**config.mk**
```make
export PLATFORM = sky130hd
export DESIGN_NAME = alarm_controller
export DESIGN_NICKNAME = d
export VERILOG_FILES = /design/src/rtl/alarm_pkg.sv /design/src/rtl/alarm_reg_file.sv /design/src/rtl/alarm_controller.sv
export SDC_FILE = /design/constraint.sdc
export NUM_CORES = 1
export LEC_CHECK = 0
export CAP_MARGIN = 5
export CELL_PAD_IN_SITES_DETAIL_PLACEMENT = 0
export CELL_PAD_IN_SITES_GLOBAL_PLACEMENT = 2
export CORE_MARGIN = 4
export CORE_UTILIZATION = 23
export CTS_CLUSTER_DIAMETER = 30
export CTS_CLUSTER_SIZE = 25
export DETAILED_ROUTE_END_ITERATION = 10
export PLACE_DENSITY_LB_ADDON = 0.2
export SLEW_MARGIN = 5
export SYNTH_ARGS = -nofsm -noshare
export SYNTH_HDL_FRONTEND = slang
export SYNTH_SLANG_ARGS = --single-unit
```
**constraint.sdc**
```tcl
create_clock -name clk -period 1.9 [get_ports clk]
set_clock_uncertainty 0.1 [all_clocks]
set_input_delay 0.19 -clock clk [delete_from_list [all_inputs] [get_ports clk]]
set_output_delay 0.19 -clock clk [all_outputs]
set_load 0.02 [all_outputs]
```
**src/rtl/alarm_pkg.sv**
```systemverilog
// Shared types and constants for the alarm controller slice.
// Day indices, time-code width and FSM state encoding.
package alarm_pkg;

    localparam int TIME_W             = 13;
    localparam int DAY_W              = 3;
    localparam int NUM_DAYS           = 7;
    localparam int RING_MINUTES_DEF   = 5;
    localparam int SNOOZE_MINUTES_DEF = 9;
    localparam int MAX_SNOOZE_DEF     = 3;

    typedef enum logic [1:0] {
        IDLE   = 2'd0,
        RING   = 2'd1,
        SNOOZE = 2'd2,
        HOLD   = 2'd3
    } alarm_state_t;

endpackage

```
**src/rtl/alarm_reg_file.sv**
```systemverilog
// Per-day alarm time registers, enable mask and write handshake.
// Writes to day 7 are rejected with a one-cycle error pulse.
module alarm_reg_file
    import alarm_pkg::*;
(
    input  logic                               clk,
    input  logic                               rst,
    input  logic                               i_set_req,
    input  logic [DAY_W-1:0]                   i_set_day,
    input  logic [TIME_W-1:0]                  i_set_time,
    input  logic                               i_set_enable,
    output logic [NUM_DAYS-1:0][TIME_W-1:0]    o_alarm,
    output logic [NUM_DAYS-1:0]                o_day_en,
    output logic                               o_set_ack,
    output logic                               o_set_err
);

    logic [NUM_DAYS-1:0][TIME_W-1:0] r_alarm;
    logic [NUM_DAYS-1:0]             r_day_en;
    logic                            r_set_ack;
    logic                            r_set_err;
    logic                            w_day_ok;

    assign w_day_ok = (i_set_day < DAY_W'(NUM_DAYS));

    always_ff @(posedge clk) begin
        if (rst) begin
            r_alarm   <= '0;
            r_day_en  <= '0;
            r_set_ack <= 1'b0;
            r_set_err <= 1'b0;
        end else begin
            r_set_ack <= i_set_req && w_day_ok;
            r_set_err <= i_set_req && !w_day_ok;
            if (i_set_req && w_day_ok) begin
                r_alarm[i_set_day]  <= i_set_time;
                r_day_en[i_set_day] <= i_set_enable;
            end
        end
    end

    assign o_alarm   = r_alarm;
    assign o_day_en  = r_day_en;
    assign o_set_ack = r_set_ack;
    assign o_set_err = r_set_err;

endmodule

```
**src/rtl/alarm_controller.sv**
```systemverilog
// Alarm sequencer: owns per-day alarm config and the ring/snooze/stop FSM.
// Outputs are registered from the next-state so buzzer follows match by one cycle.
module alarm_controller
    import alarm_pkg::*;
#(
    parameter int RING_MINUTES   = RING_MINUTES_DEF,
    parameter int SNOOZE_MINUTES = SNOOZE_MINUTES_DEF,
    parameter int MAX_SNOOZE     = MAX_SNOOZE_DEF
) (
    input  logic              clk,
    input  logic              rst,
    input  logic              minute_tick,
    input  logic [DAY_W-1:0]  cur_day,
    input  logic              alarm_match,
    input  logic              set_req,
    input  logic [DAY_W-1:0]  set_day,
    input  logic [TIME_W-1:0] set_time,
    input  logic              set_enable,
    input  logic              snooze_btn,
    input  logic              stop_btn,
    output logic [TIME_W-1:0] alarm_r0,
    output logic [TIME_W-1:0] alarm_r1,
    output logic [TIME_W-1:0] alarm_r2,
    output logic [TIME_W-1:0] alarm_r3,
    output logic [TIME_W-1:0] alarm_r4,
    output logic [TIME_W-1:0] alarm_r5,
    output logic [TIME_W-1:0] alarm_r6,
    output logic [6:0]        day_en,
    output logic              set_ack,
    output logic              set_err,
    output logic              buzzer,
    output logic              snoozing,
    output logic [1:0]        snooze_cnt
);

    localparam int TMR_MAX = (RING_MINUTES > SNOOZE_MINUTES) ?
                             RING_MINUTES : SNOOZE_MINUTES;
    localparam int TMR_W   = $clog2(TMR_MAX + 1);

    logic [NUM_DAYS-1:0][TIME_W-1:0] w_alarm;
    logic [NUM_DAYS-1:0]             w_day_en;
    logic                            w_day_en_cur;

    alarm_state_t     r_state;
    alarm_state_t     w_state_nxt;
    logic [TMR_W-1:0] r_timer;
    logic [TMR_W-1:0] w_timer_nxt;
    logic [TMR_W-1:0] w_timer_inc;
    logic [1:0]       r_snooze_cnt;
    logic [1:0]       w_cnt_nxt;
    logic             r_buzzer;
    logic             r_snoozing;

    alarm_reg_file u_regs (
        .clk          (clk),
        .rst          (rst),
        .i_set_req    (set_req),
        .i_set_day    (set_day),
        .i_set_time   (set_time),
        .i_set_enable (set_enable),
        .o_alarm      (w_alarm),
        .o_day_en     (w_day_en),
        .o_set_ack    (set_ack),
        .o_set_err    (set_err)
    );

    assign alarm_r0 = w_alarm[0];
    assign alarm_r1 = w_alarm[1];
    assign alarm_r2 = w_alarm[2];
    assign alarm_r3 = w_alarm[3];
    assign alarm_r4 = w_alarm[4];
    assign alarm_r5 = w_alarm[5];
    assign alarm_r6 = w_alarm[6];
    assign day_en   = w_day_en;

    // Pre-write enable: a same-cycle write only lands at the next edge.
    assign w_day_en_cur = (cur_day < DAY_W'(NUM_DAYS)) ?
                          w_day_en[cur_day] : 1'b0;
    assign w_timer_inc  = r_timer + 1'b1;

    always_comb begin
        w_state_nxt = r_state;
        w_timer_nxt = r_timer;
        w_cnt_nxt   = r_snooze_cnt;
        unique case (r_state)
            IDLE: begin
                w_timer_nxt = '0;
                w_cnt_nxt   = '0;
                if (alarm_match && w_day_en_cur) begin
                    w_state_nxt = RING;
                end
            end
            RING: begin
                if (stop_btn) begin
                    w_state_nxt = HOLD;
                    w_timer_nxt = '0;
                end else if (snooze_btn &&
                             (r_snooze_cnt < 2'(MAX_SNOOZE))) begin
                    w_state_nxt = SNOOZE;
                    w_cnt_nxt   = r_snooze_cnt + 2'd1;
                    w_timer_nxt = '0;
                end else if (minute_tick) begin
                    if (w_timer_inc == TMR_W'(RING_MINUTES)) begin
                        w_state_nxt = HOLD;
                        w_timer_nxt = '0;
                    end else begin
                        w_timer_nxt = w_timer_inc;
                    end
                end
            end
            SNOOZE: begin
                if (stop_btn) begin
                    w_state_nxt = HOLD;
                    w_timer_nxt = '0;
                end else if (minute_tick) begin
                    if (w_timer_inc == TMR_W'(SNOOZE_MINUTES)) begin
                        w_state_nxt = RING;
                        w_timer_nxt = '0;
                    end else begin
                        w_timer_nxt = w_timer_inc;
                    end
                end
            end
            HOLD: begin
                w_timer_nxt = '0;
                if (!alarm_match) begin
                    w_state_nxt = IDLE;
                    w_cnt_nxt   = '0;
                end
            end
            default: begin
                w_state_nxt = IDLE;
                w_timer_nxt = '0;
                w_cnt_nxt   = '0;
            end
        endcase
    end

    always_ff @(posedge clk) begin
        if (rst) begin
            r_state      <= IDLE;
            r_timer      <= '0;
            r_snooze_cnt <= '0;
            r_buzzer     <= 1'b0;
            r_snoozing   <= 1'b0;
        end else begin
            r_state      <= w_state_nxt;
            r_timer      <= w_timer_nxt;
            r_snooze_cnt <= w_cnt_nxt;
            r_buzzer     <= (w_state_nxt == RING);
            r_snoozing   <= (w_state_nxt == SNOOZE);
        end
    end

    assign buzzer     = r_buzzer;
    assign snoozing   = r_snoozing;
    assign snooze_cnt = r_snooze_cnt;

endmodule
```
# Word-level counts from Yosys, hierarchy flattened
# Cells that the tools add are included.
[totals]
register_bits = 110
out_inout_bits = 104
[classes]
n_addsub = 2
order_cmp = 6
n_eq_ne = 12
n_mux = 31
n_reduce_logical = 11
[op_table]
columns = ["cell", "n"]
rows = [
  ["$bwmux W91", 1],
  ["$demux W13 S3", 1],
  ["$mux W4", 7],
  ["$mux W2", 12],
  ["$mux W13", 1],
  ["$pmux W4 S3", 1],
  ["$lt A3 B4 Y1 const B", 2],
  ["$pmux W2 S4", 1],
  ["$bwmux W7", 1],
  ["$eq A2 B2 Y1 const B", 3],
  ["$lt A3 B3 Y1 const B", 2],
  ["$ne A2 B2 Y1 const B", 3],
  ["$pmux W2 S3", 1],
  ["$logic_and A1 B1 Y1", 5],
  ["$add A4 B1 Y4 const B", 1],
  ["$eq A2 B1 Y1 const B", 2],
  ["$eq A4 B3 Y1 const B", 1],
  ["$eq A4 B4 Y1 const B", 1],
  ["$ne A4 B4 Y1 const B", 1],
  ["$reduce_and A4 Y1", 1],
  ["$bmux W1 S3", 1],
  ["$demux W1 S3", 1],
  ["$ge A3 B1 Y1 const B", 1],
  ["$mux W1", 3],
  ["8 further kinds", 8],
]

# Longest topological paths before layout
[logic_depth]
ltp_word = 8
ltp_mapped = 7

# Hierarchy
# From an unflattened synthesis, not the netlist that was laid out.
[hier_totals]
cells_unflattened = 436
area_unflattened_um2 = 4704.5
[by_module_without_submodules]
columns = ["module", "n_inst", "cells_each", "area_each_um2", "seq_area_each_um2"]
rows = [
  ["alarm_reg_file", 1, 349, 3943.8, 2001.9],
  ["alarm_controller", 1, 87, 760.7, 200.2],
]

# Least setup slack after synthesis
# Ideal clock, no wire load.
[synth_timing]
kind = "reg2reg"
start = "reg r_timer[0]"
end = "reg r_snoozing (netlist: snoozing)"
setup_ps = 116
arrival_ps = 1600
required_time_ps = 1684
slack_ps = 84
stages_incl_launch_ff = 7
path_buffers = 0
synth_period_minus_slack_ps = 1816
path_cell_list = "dfxtp_1 ha_1 and2_1 a21oi_1 mux2_2 o31a_1 o211a_1"
[synth_between]
elab_chain_len = 8
elab_cells_between_ends = 12
cone_classes = "add/sub (1); eq/ne (3); mux (8)"
[synth_rtl]
columns = ["item", "line_no", "text"]
rows = [
  ["start: declaration", "alarm_controller.sv:46", "logic [TMR_W-1:0] r_timer;"],
  ["start signal: assignment", "alarm_controller.sv:148", "r_timer <= w_timer_nxt;"],
  ["$add A4 B1 Y4 (*)", "alarm_controller.sv:79", "assign w_timer_inc = r_timer + 1'b1;"],
  ["$eq A4 B3 Y1", "alarm_controller.sv:103", "if (w_timer_inc == TMR_W'(RING_MINUTES)) begin"],
  ["$mux W2", "alarm_controller.sv:103", ""],
  ["$mux W2", "alarm_controller.sv:102", "end else if (minute_tick) begin"],
  ["$mux W2", "alarm_controller.sv:97", "end else if (snooze_btn &&"],
  ["$mux W2", "alarm_controller.sv:94", "if (stop_btn) begin"],
  ["$pmux W2 S4 (*)", "alarm_controller.sv:85", "unique case (r_state)"],
  ["$eq A2 B2 Y1 (*)", "alarm_controller.sv:151", "r_snoozing <= (w_state_nxt == SNOOZE);"],
  ["end signal: assignment", "alarm_controller.sv:151", ""],
  ["end: declaration", "alarm_controller.sv:52", "logic r_snoozing;"],
]
# Every way passes the cells marked *; elsewhere a longest branch is shown, timed or not.
# A chain may end at the register's enable or synchronous reset.

# Worst setup path in the final report
[layout_timing]
start = "reg u_regs.r_day_en[4] (netlist: u_regs.o_day_en[4])"
end = "reg r_buzzer (netlist: buzzer)"
[layout_between]
elab_chain_len = 7
[layout_rtl]
columns = ["item", "line_no", "text"]
rows = [
  ["start: declaration", "alarm_reg_file.sv:19", "logic [NUM_DAYS-1:0] r_day_en;"],
  ["start signal: indexed assignment", "alarm_reg_file.sv:37", "r_day_en[i_set_day] <= i_set_enable;"],
  ["$bmux W1 S3", "alarm_controller.sv:78", "w_day_en[cur_day] : 1'b0;"],
  ["$mux W1 (not written as such)", "alarm_controller.sv:78", ""],
  ["$mux W1", "alarm_controller.sv:77", "assign w_day_en_cur = (cur_day < DAY_W'(NUM_DAYS)) ?"],
  ["$logic_and A1 B1 Y1", "alarm_controller.sv:89", "if (alarm_match && w_day_en_cur) begin"],
  ["$mux W2", "alarm_controller.sv:89", ""],
  ["$pmux W2 S4", "alarm_controller.sv:85", ""],
  ["$eq A2 B1 Y1", "alarm_controller.sv:150", "r_buzzer <= (w_state_nxt == RING);"],
  ["end signal: assignment", "alarm_controller.sv:150", ""],
  ["end: declaration", "alarm_controller.sv:51", "logic r_buzzer;"],
]
# Every way passes these cells. The select of a mux whose other input is x is not followed.

==> metrics <==
fin crit period 1.80 ns; PwrDens 770 mW/mm²; via count about 4,100; Final ANT Viol Nets 0; Worst-Margin Slew between 0.5 and 0.6 ns; worst vdd rail ir drop 0.430 mV; CP Buf/Inv Count 0; # DRC 0; EDFF count, synth 0; Hold Crit Class in2reg; critical path endpoint category flip-flop; NumNets Final 713; most frequent cells in the layout nand2_1, clkdlybuf4s50_1, dfxtp_1; hold buffer count at cts 0; placed wire-length estimate 10,900 µm; crit-path max FO 3; RSZ-0062 raised after global routing true; Area growth syn-to-layout 50.2%; Yosys warnings 0; Startpoint Class flip-flop; Slew Limit Headroom approximately two thirds; Worst-path clk slew 0.08 ns; Std-Cell Rows 49; fin area about 0.0063 mm²; GRT overflow 0; asr flop ratio synth 0%; Mapped Area roughly 0.0042 mm²; first-pass iteration count of the detailed router 4; initial antenna violation count 0; CORE AREA 0.0180 mm²; first-pass GRT wire length about 24,000 µm; CP max-delay cell mux4_2; vias in the first global route 3,982; clk sinks 110; CP top delay family multiplexers; fill cell count 1,857; GR Util All Layers between 10% and 20%; DRT iter0 DRCs 200; clk buf depth 2; final hold vios 0; I/O Buffers 130; max incr delay on CP 0.54 ns; Final setup violation count 0; Max Slew Vio Count 0; syn avg cell area 7.80 µm²; layout cells sized above 1 a little under a tenth; CP required just over 2 ns; overall routed net length about 16,000 µm; CTS Buf Count 9; Tcrit/Tclk final 94.7%; Crit. Startpoint u_regs.o_day_en[4]; cell count after synthesis 539; Synth Flop Type dfxtp_1; min-delay src rst; Distinct cells, synth 38; Top Ports 131; Die W 143 µm; Final TNS setup 0 ns; Lkg Pwr around 2.1 nW; Critical Path AT 1.96 ns; Critical R2R Launch u_regs.o_day_en[4]; Inserted Diodes 0; setup bufs post-CTS 0; Final WS setup 0.101 ns; Placer Congestion 0.779; worst skew pair latency 0.36 ns; maximum level of the CTS H-tree 3; Hold WS 0.121 ns; Via density 4.44; fmax 556 MHz; status completed; Max Cap Violations 0; commonest non-fill, non-tap cell in the layout nand2_1; placed cell area approximately 0.0059 mm²; drt wl/cell 17.3 µm; synthesized flop and latch total 110; worst reg2reg setup slack about 0.10 ns; worst slack, placed -0.349 ns; Die Area 0.0205 mm²; root buf cell clkbuf_16; register area share after synthesis between 50% and 60%; maximum number of pins on one net before global-route repair 57; Initial Util 23.4%; Crit Path Category reg2reg; Net Count, Synth about 570; critical path cell sequence mux2i_1 -> mux4_2 -> nor4b_4 -> a21oi_2 -> nor4_2; Die Y between 100 and 150 µm; CTS tree built
-- area by class of cell --
class / instances / area [µm²] / share of cell area, %
multi-input cells: 394 / 1920 / 30.4
inverters: 5 / 18.8 / 0.297
clock inverters: 7 / 91.3 / 1.45
flip-flops and latches: 110 / 2210 / 35.0
clock buffers: 9 / 225 / 3.57
well taps: 229 / 287 / 4.54
repair buffers: 163 / 1560 / 24.7
-- synth_stat cells, types with 2 or more instances --
master	number	share of area (%)
nand3_1	9	1.1
and2_1	2	0.30
ha_1	3	0.89
a21oi_1	101	12
dfxtp_1	110	52
o21ai_0	3	0.36
nand2b_1	9	1.3
mux2i_1	5	1.2
o21a_1	2	0.36
nor2b_1	5	0.74
nand2_1	208	19
nor2_1	15	1.3
o211ai_1	2	0.36
nor3_1	5	0.60
a31oi_1	4	0.60
inv_1	5	0.45
clkbuf_1	30	2.7
-- final timing paths --
kind / end / cells after the start
setup reg to reg: buzzer / 5
hold / removal: snooze_cnt[0] / 2
hold reg to reg: u_regs.o_alarm[83] / 2
setup / recovery: buzzer / 5
-- power breakdown --
part           switching, mW  total (mW)  internal, mW
Sequential            0.0296        2.38          2.35
Clock                  0.944        2.00          1.05
Combinational          0.283       0.483         0.200
Total                   1.26        4.86          3.60
-- per-stage QoR --
stage | power [mW] | instances | utilization [%]
after floorplan | 2.63 | 539 | -
after global placement | 2.92 | 901 | 33.0
after detailed placement | 2.92 | 901 | 33.0
after CTS | 4.95 | 917 | 34.8
final | 4.86 | 917 | 35.1
after global routing | 5.08 | 917 | 35.1
-- cells by family after synthesis --
| logic type | synth area share (%) |
|---|---|
| compound gates | 15.5 |
| xor+xnor | 0.208 |
| fa+ha+maj | 0.893 |
| buf+inv | 3.13 |
| flops | 52.4 |
| mux | 1.99 |
| simple gates | 25.9 |
-- worst reg2reg max path, stage by stage (launching register included) --
cell and delay [ns]:
dfxtp_1 0.39, mux2i_1 0.08, mux4_2 0.54, nor4b_4 0.26, a21oi_2 0.08, nor4_2 0.25
-- metal layers --
metal  track usage, %  routed length, µm  up-vias
met2             24.7               7360       94
li1                 -                  -     2064
met5                0                  0        -
met4             2.55                 97        0
met1             20.4               7280     1908
met3             5.76               1100        5
-- registers in the layout, summed over array words and instances, names as in the netlist --
signal	flops
buzzer	1
r_state	2
r_timer	4
snooze_cnt	2
snoozing	1
u_regs.o_alarm	91
u_regs.o_day_en	7
u_regs.o_set_ack	1
u_regs.o_set_err	1
-- timing repair --
action	in CTS	in global routing
setup endpoints to repair	1	5
pin swaps	0	2
resized for setup	1	14
No activity file was read; power rests on OpenSTA's default activity.
==> patch, RTL diff (same flow settings) <==
Re-encode `alarm_state_t` (4 states) as one-hot, 4 bits wide.
--- a/src/rtl/alarm_pkg.sv
+++ b/src/rtl/alarm_pkg.sv
@@ -9,11 +9,11 @@
     localparam int SNOOZE_MINUTES_DEF = 9;
     localparam int MAX_SNOOZE_DEF     = 3;
 
-    typedef enum logic [1:0] {
-        IDLE   = 2'd0,
-        RING   = 2'd1,
-        SNOOZE = 2'd2,
-        HOLD   = 2'd3
+    typedef enum logic [3:0] {
+        IDLE   = 4'b0001,
+        RING   = 4'b0010,
+        SNOOZE = 4'b0100,
+        HOLD   = 4'b1000
     } alarm_state_t;
 
 endpackage
Check against the original RTL: no difference found for any inputs over 10 cycles, from zero or initial values and one cycle with rst high; not proved beyond that.
==> patch against the unedited design <==
Synthesized cell count increased by 4.3%. Die area grew 4.8%. Sequential cell count increased by 2. Total power up 0.46%. Sequential power grew 2%. Worst setup slack is essentially flat. Cell count increased by 1.9%. Synthesized area rose by 5.1%. Cell area increased by 1.3%. Non-clock buffer count fell by 8. Largest power group unchanged. Routed wire length up 1.3%.
==> patch: results (changes against the unedited design) <==
syn_nets=592 (+4.0%); CP startpoint=r_timer[1]; DP Wirelength=11,700 µm (+7.1%); drt total wl=16,000 µm (+1.3%); Post-Synth XOR/XNOR Area=0.00198 (-0.000101); global-route wire length before repair=24,500 µm (+3.5%); First DRT Iteration DRCs=249 (+25%); post-synthesis compound-gate area fraction=0.179 (+0.0242); number of buffers added for setup after CTS=0 (unchanged); slowest stage delay, CP=0.37 ns (-0.17 ns); largest net degree at the start of global routing=51 (-11%); critical path's slowest cell=dfxtp_2; Synth Area in Adders=0.00850 (-0.000433); Lkg Pwr=0.00214 µW (-0.57%); Placed Area=6070 µm² (+2.2%); clk_lat worst skew=0.35 ns; GRT Overall Usage=0.148 (-0.00709); post-synth cell types=49 (+29%); cells taking the most area after synthesis=dfxtp_1 51%, nand2_1 18%, a21oi_1 12%; Vias/cell=4.54 (+2.2%); final net count=725 (+1.7%); worst-path fanout max=6 (+3); share of layout cells above drive strength 1=0.0843 (-0.0102); Worst Reg-to-Reg Cells=6 (+1); vias in the first global route=4,180 (+5.0%); run status=finished, final reports clean; GPL Wtd Cong=0.784 (+0.71%); worst hold path endpoint=u_regs.o_alarm[13]; R2R Setup Slk=0.10 ns (about the same); mux cell area share after synthesis=0.00992 (-0.0100); register area share after synthesis=0.508 (-0.0163)
[patch: cell type report]
cell class / instances / area, µm²
clock buffers: 12 / 256
inverters: 6 / 22.5
well taps: 234 / 293
flip-flops and latches: 112 / 2250
repair buffers: 155 / 1500
multi-input cells: 411 / 2020
fillers: 1981 / 12400
clock inverters: 4 / 51.3
[patch: where the power goes]
group          switching [µW]  internal, µW  total, µW
sequential               36.6          2390       2430
clock                     879          1100       1980
combinational             281           193        474
[patch: layer usage]
layer,GRT usage,up-vias,routed length [µm]
met4,0.0362,0,255
li1,-,2135,-
met3,0.0593,18,1280
met5,0,-,0
met2,0.242,118,7530
met1,0.182,1966,6960
[patch: per-stage QoR]
step	hold WS, ns	utilization	power, µW	instances	setup slack (ns)
floorplan	0.207	-	2690	562	0.151
global placement	0.343	0.323	2960	918	0.0394
detailed placement	0.350	0.323	2970	918	0.0436
CTS	0.159	0.340	4970	934	0.0174
global route	0.177	0.341	5100	934	0.0279
finish	0.168	0.341	4880	934	0.100
